## src/rtl/rom4001_resp.sv

```systemverilog
// ROM-side responder for the 4-bit multiplexed CPU bus: tracks the 8-phase cycle,
// returns the fetched opcode in M1/M2 and implements the SRC-selected WRR/RDR port.
module rom4001_resp #(
   parameter logic [3:0] CHIP_ID = 4'h0,
   parameter logic [3:0] IO_DIR  = 4'h0
) (
   input  logic       CLK,
   input  logic       RES,
   input  logic       SYNC,
   input  logic       CM_ROM,
   input  logic [3:0] DATA_I,
   output logic [3:0] DATA_O,
   output logic       DATA_OE,
   output logic       rom_rd,
   output logic [7:0] rom_addr,
   input  logic [7:0] rom_data,
   input  logic [3:0] io_in,
   output logic [3:0] io_out,
   output logic       sync_err
);

   localparam logic [3:0] PH_IDLE = 4'd0;
   localparam logic [3:0] PH_A1   = 4'd1;
   localparam logic [3:0] PH_A2   = 4'd2;
   localparam logic [3:0] PH_A3   = 4'd3;
   localparam logic [3:0] PH_M1   = 4'd4;
   localparam logic [3:0] PH_M2   = 4'd5;
   localparam logic [3:0] PH_X1   = 4'd6;
   localparam logic [3:0] PH_X2   = 4'd7;
   localparam logic [3:0] PH_X3   = 4'd8;

   localparam logic [3:0] OPR_IO  = 4'hE;
   localparam logic [3:0] OPA_WRR = 4'h2;
   localparam logic [3:0] OPA_RDR = 4'hA;

   logic [3:0] phase_q,    phase_d;
   logic [3:0] addr_lo_q,  addr_lo_d;
   logic [3:0] addr_mid_q, addr_mid_d;
   logic       selected_q, selected_d;
   // Only the low opcode nibble is held; the high nibble goes out straight from rom_data in M1.
   logic [3:0] opcode_q,   opcode_d;
   logic [3:0] opr_q,      opr_d;
   logic [3:0] opa_q,      opa_d;
   logic       io_cmd_q,   io_cmd_d;
   logic       src_sel_q,  src_sel_d;
   logic [3:0] io_out_q,   io_out_d;
   logic       sync_err_q, sync_err_d;

   logic       sync_bad;
   logic       cs_hit;
   logic       wrr_hit;
   logic       rdr_hit;
   logic       fetch_drive;
   logic [3:0] rdr_value;

   assign sync_bad  = SYNC && (phase_q != PH_IDLE) && (phase_q != PH_X3);
   assign cs_hit    = CM_ROM && (DATA_I == CHIP_ID);
   assign wrr_hit   = io_cmd_q && (opa_q == OPA_WRR) && src_sel_q;
   assign rdr_hit   = io_cmd_q && (opa_q == OPA_RDR) && src_sel_q;
   assign rdr_value = (io_in & ~IO_DIR) | (io_out_q & IO_DIR);

   always_comb begin
      phase_d = phase_q;
      case (phase_q)
         PH_IDLE: if (SYNC) phase_d = PH_A1;
         PH_A1:   phase_d = PH_A2;
         PH_A2:   phase_d = PH_A3;
         PH_A3:   phase_d = PH_M1;
         PH_M1:   phase_d = PH_M2;
         PH_M2:   phase_d = PH_X1;
         PH_X1:   phase_d = PH_X2;
         PH_X2:   phase_d = PH_X3;
         PH_X3:   phase_d = SYNC ? PH_A1 : PH_IDLE;
         default: phase_d = PH_IDLE;
      endcase
      if (sync_bad) phase_d = PH_A1;
   end

   always_comb begin
      addr_lo_d  = addr_lo_q;
      addr_mid_d = addr_mid_q;
      selected_d = selected_q;
      opcode_d   = opcode_q;
      opr_d      = opr_q;
      opa_d      = opa_q;
      io_cmd_d   = io_cmd_q;
      src_sel_d  = src_sel_q;
      io_out_d   = io_out_q;
      sync_err_d = sync_bad;
      if (sync_bad) begin
         // A resync throws away everything gathered for the aborted instruction.
         addr_lo_d  = 4'h0;
         addr_mid_d = 4'h0;
         selected_d = 1'b0;
         opcode_d   = 4'h0;
         opr_d      = 4'h0;
         opa_d      = 4'h0;
         io_cmd_d   = 1'b0;
      end else begin
         case (phase_q)
            PH_A1: addr_lo_d  = DATA_I;
            PH_A2: addr_mid_d = DATA_I;
            PH_A3: selected_d = cs_hit;
            PH_M1: begin
               opcode_d = rom_data[3:0];
               opr_d    = DATA_I;
            end
            PH_M2: begin
               io_cmd_d = CM_ROM && (opr_q == OPR_IO);
               opa_d    = DATA_I;
            end
            PH_X2: begin
               if (CM_ROM && !io_cmd_q) src_sel_d = (DATA_I == CHIP_ID);
               if (wrr_hit) io_out_d = (DATA_I & IO_DIR) | (io_out_q & ~IO_DIR);
            end
            default: ;
         endcase
      end
   end

   always_ff @(posedge CLK) begin
      if (RES) begin
         phase_q    <= PH_IDLE;
         addr_lo_q  <= 4'h0;
         addr_mid_q <= 4'h0;
         selected_q <= 1'b0;
         opcode_q   <= 4'h0;
         opr_q      <= 4'h0;
         opa_q      <= 4'h0;
         io_cmd_q   <= 1'b0;
         src_sel_q  <= 1'b0;
         io_out_q   <= 4'h0;
         sync_err_q <= 1'b0;
      end else begin
         phase_q    <= phase_d;
         addr_lo_q  <= addr_lo_d;
         addr_mid_q <= addr_mid_d;
         selected_q <= selected_d;
         opcode_q   <= opcode_d;
         opr_q      <= opr_d;
         opa_q      <= opa_d;
         io_cmd_q   <= io_cmd_d;
         src_sel_q  <= src_sel_d;
         io_out_q   <= io_out_d;
         sync_err_q <= sync_err_d;
      end
   end

   assign fetch_drive = selected_q && ((phase_q == PH_M1) || (phase_q == PH_M2));

   always_comb begin
      DATA_O  = 4'h0;
      DATA_OE = 1'b0;
      if (!sync_bad) begin
         if (fetch_drive) begin
            DATA_OE = 1'b1;
            DATA_O  = (phase_q == PH_M1) ? rom_data[7:4] : opcode_q;
         end else if ((phase_q == PH_X2) && rdr_hit) begin
            DATA_OE = 1'b1;
            DATA_O  = rdr_value;
         end
      end
   end

   assign rom_rd   = (phase_q == PH_A3) && cs_hit;
   assign rom_addr = (phase_q == PH_A3) ? {addr_mid_q, addr_lo_q} : 8'h00;
   assign io_out   = io_out_q;
   assign sync_err = sync_err_q;

endmodule
```

## config.mk

```make
export PLATFORM = sky130hd
export DESIGN_NAME = rom4001_resp
export DESIGN_NICKNAME = d
export VERILOG_FILES = /design/src/rtl/rom4001_resp.sv
export SDC_FILE = /design/constraint.sdc
export NUM_CORES = 1
export LEC_CHECK = 0
export ABC_CLOCK_PERIOD_IN_PS = 1800
export BUFFER_PORTS_ARGS = -buffer_cell sky130_fd_sc_hd__buf_2
export CAP_MARGIN = 20
export CORE_ASPECT_RATIO = 0.9
export CORE_MARGIN = 5
export CORE_UTILIZATION = 25
export DETAILED_ROUTE_END_ITERATION = 7
export SYNTH_ARGS = -nofsm -noshare
export SYNTH_HDL_FRONTEND = slang
export SYNTH_SLANG_ARGS = --single-unit
```

## constraint.sdc

```tcl
create_clock -name CLK -period 1.8 [get_ports CLK]
set_input_delay 0.27 -clock CLK [delete_from_list [all_inputs] [get_ports CLK]]
set_output_delay 0.27 -clock CLK [all_outputs]
set_load 0.02 [all_outputs]
```

==> flow_summary.json <==
{
  "status": "completed",
  "syn-cell-area_sq_um": 1463,
  "required_ps": 1530,
  "hold_buffers": 0,
  "wire_per_inst_um": 12.95,
  "critPathMostFrequentCell": "buf_6",
  "cts_buffers": 3,
  "viasPerCell": 4.578,
  "reg2reg_to": "opr_q[2]$_SDFFE_PP0P_",
  "grt_overflow": 0,
  "cts_root_buffer": "clkbuf_8",
  "final_common_cell": "buf_2",
  "clk_pin_slew_ps": 100,
  "placedCellCount": 261,
  "hp-class": "in2reg",
  "drt-total-wl_mm": 3.496,
  "coreArea_sq_um": 5693,
  "ys_ff_latch": 28,
  "crit_type": "reg2out",
  "path_buf_inv": 3,
  "synth_cells": 160,
  "endpoint": "DATA_O[1]",
  "syn2layout_area_growth_pct": 27.20,
  "finalHoldViolations": 0,
  "nNetsFinal": 221,
  "leakage_uw": 0.0007109,
  "grt_max_degree": 23,
  "setup_violations": 0,
  "pre_cts_ws_ps": 146.3,
  "avgSynthCellArea_sq_um": 9.142,
  "die_h_um": 82.57,
  "drc": 0,
  "grt_pass1_vias": 1152,
  "final_cell_mix": "buf_2, dfxtp_1, nand2_1",
  "vias": 1236,
  "diodes": 0,
  "placementRows": 26,
  "layout-drive-gt1-share": 0.4500,
  "fmax_ghz": 0.5680,
  "die-area_sq_um": 7482,
  "cp_slowest_cell": "dfxtp_4",
  "tritoncts": "done",
  "drtAntennaViolNets": 0,
  "gp_congestion": 0.7896,
  "worst-path-max-fanout": 6,
  "grt_pass1_wl_mm": 5.554,
  "min_period_ps": 1761,
  "portBuffers": 34,
  "yosysWarnings": 0,
  "finalClockSkew_ps": 6.196,
  "drt_iter0_drc": 60,
  "yosysUniqueCellTypes": 33,
  "worst-path-stages": 6,
  "reg2reg_from": "phase_q[0]$_SDFFE_PP0P_",
  "antenna_found_initial": 0,
  "r2r_slack_ps": 280,
  "cp_slowest_stage_delay_ps": 380,
  "ys_seq_area_frac": 0.3832,
  "cpLargestDelayFamily": "buffers and inverters",
  "ios": 39,
  "rsz0062_at_grt": "true",
  "clock_path_buffers": 2,
  "cp.arrival_ps": 1490,
  "drv_cap": 0,
  "drtPass1Iterations": 4,
  "die_w_um": 90.63,
  "rr_worst_depth": 4,
  "drv_slew": 0,
  "worst_slack_ps": 39.47,
  "vdd_ir_drop_max_mv": 0.2318,
  "power_density_nw_per_um2": 627.1,
  "track_usage": 0.09080,
  "clock_sinks": 28,
  "critical_path.startpoint": "phase_q[0]$_SDFFE_PP0P_",
  "stdcell_count": 270,
  "h-tree-depth": 1,
  "final_area_sq_um": 1861,
  "start_kind": "flip-flop",
  "dp_hpwl_mm": 2.524,
  "hold_ws_ps": 221.1,
  "initial_core_util": 0.2569,
  "placed_area_sq_um": 1688,
  "power_uw": 1167,
  "path_cells": "buf_6, buf_6, nor3b_2, o21ai_2, a21oi_1, buf_4",
  "crit_path_end_kind": "primary output",
  "clock_latency_ps": 280,
  "period_share": 0.9781
}
-- how the worst min path moves through the flow --
stage	startpoint	to	depth (start not counted)
floorplan	RES	phase_q[0]$_SDFFE_PP0P_	1
global placement	opcode_q[3]$_SDFFE_PP0P_	opcode_q[3]$_SDFFE_PP0P_	2
detailed placement	opcode_q[3]$_SDFFE_PP0P_	opcode_q[3]$_SDFFE_PP0P_	2
CTS	SYNC	phase_q[3]$_SDFFE_PP0P_	2
global route	SYNC	phase_q[3]$_SDFFE_PP0P_	2
finish	rom_data[1]	opcode_q[1]$_SDFFE_PP0P_	3
-- cell usage after synthesis, drive strengths merged --
master  number  area share
or2          1      0.0060
nor4bb       2       0.014
a21oi       16       0.075
nor2        15       0.052
a31oi        1      0.0043
o31a         1      0.0060
xor2         1      0.0060
o21ai        5       0.017
mux2i       12       0.082
and4bb       2       0.017
a31o         1      0.0060
inv          3      0.0077
nand2       17       0.044
o21a         4       0.021
or4b         1      0.0068
and2         9       0.038
clkbuf       4       0.010
conb         1      0.0026
nor2b        1      0.0043
xnor2        1      0.0060
nand2b       2      0.0086
nor4         3       0.013
dfxtp       28        0.38
nand3        2      0.0068
nand4        5       0.021
and4b        2       0.014
nor4b        3       0.031
nor3b        5       0.026
buf         12       0.071
-- report_power, final --
group          switching (uW)  internal (uW)  total [uW]  leakage, uW
sequential               8.14            626         635     0.000231
combinational            74.3           60.8         135     0.000451
clock                     201            196         397    0.0000288
-- cell type report --
type	count	area (sq um)
Fill cell	578	3832
Multi-Input combinational cell	116	822.0
Sequential cell	28	576.8
Timing Repair Buffer	49	307.8
Tap cell	70	87.58
Clock buffer	4	55.05
Inverter	3	11.26
-- worst register-to-register path: cells and delay by family, from the launching register on --
kind	cells	cell delay, ps
AO/OA/AOI/OAI	1	60
AND/OR/NAND/NOR	2	840
buffers and inverters	1	130
flip-flops	1	380
-- through the flow --
step,setup TNS (ps),util
after floorplan,0,-
after global placement,0,0.2965
after detailed placement,0,0.2965
after CTS,-23.81,0.3114
after global routing,-232.3,0.3268
final,0,0.3268
-- cells by family after synthesis --
kind of cell | count (synthesis) | share of synthesized area
compound gates | 28 | 0.1292
other cells | 1 | 0.002564
buf+inv | 19 | 0.08896
xor+xnor | 2 | 0.01198
simple gates | 70 | 0.3020
flops | 28 | 0.3832
mux | 12 | 0.08212
-- sequential cells by signal, indices dropped and copies added (netlist names) --
name	flops
addr_lo_q	4
addr_mid_q	4
opa_q	4
opcode_q	4
opr_q	4
phase_q	4
io_cmd_q	1
selected_q	1
src_sel_q	1
sync_err	1
-- what timing repair did --
action / CTS / global route
endpoints found under the setup margin: 14 / 7
pin swaps: 0 / 11
gates resized for setup: 11 / 19
buffers inserted: 2 / 3
-- layer usage --
metal,share of wire,GRT usage,wire length [um]
met2,0.50,0.1546,1732
met1,0.46,0.1167,1609
met3,0.032,0.01359,112
met5,0,0,0
met4,0.011,0.03571,40
Power figures use the tool's default switching activity.
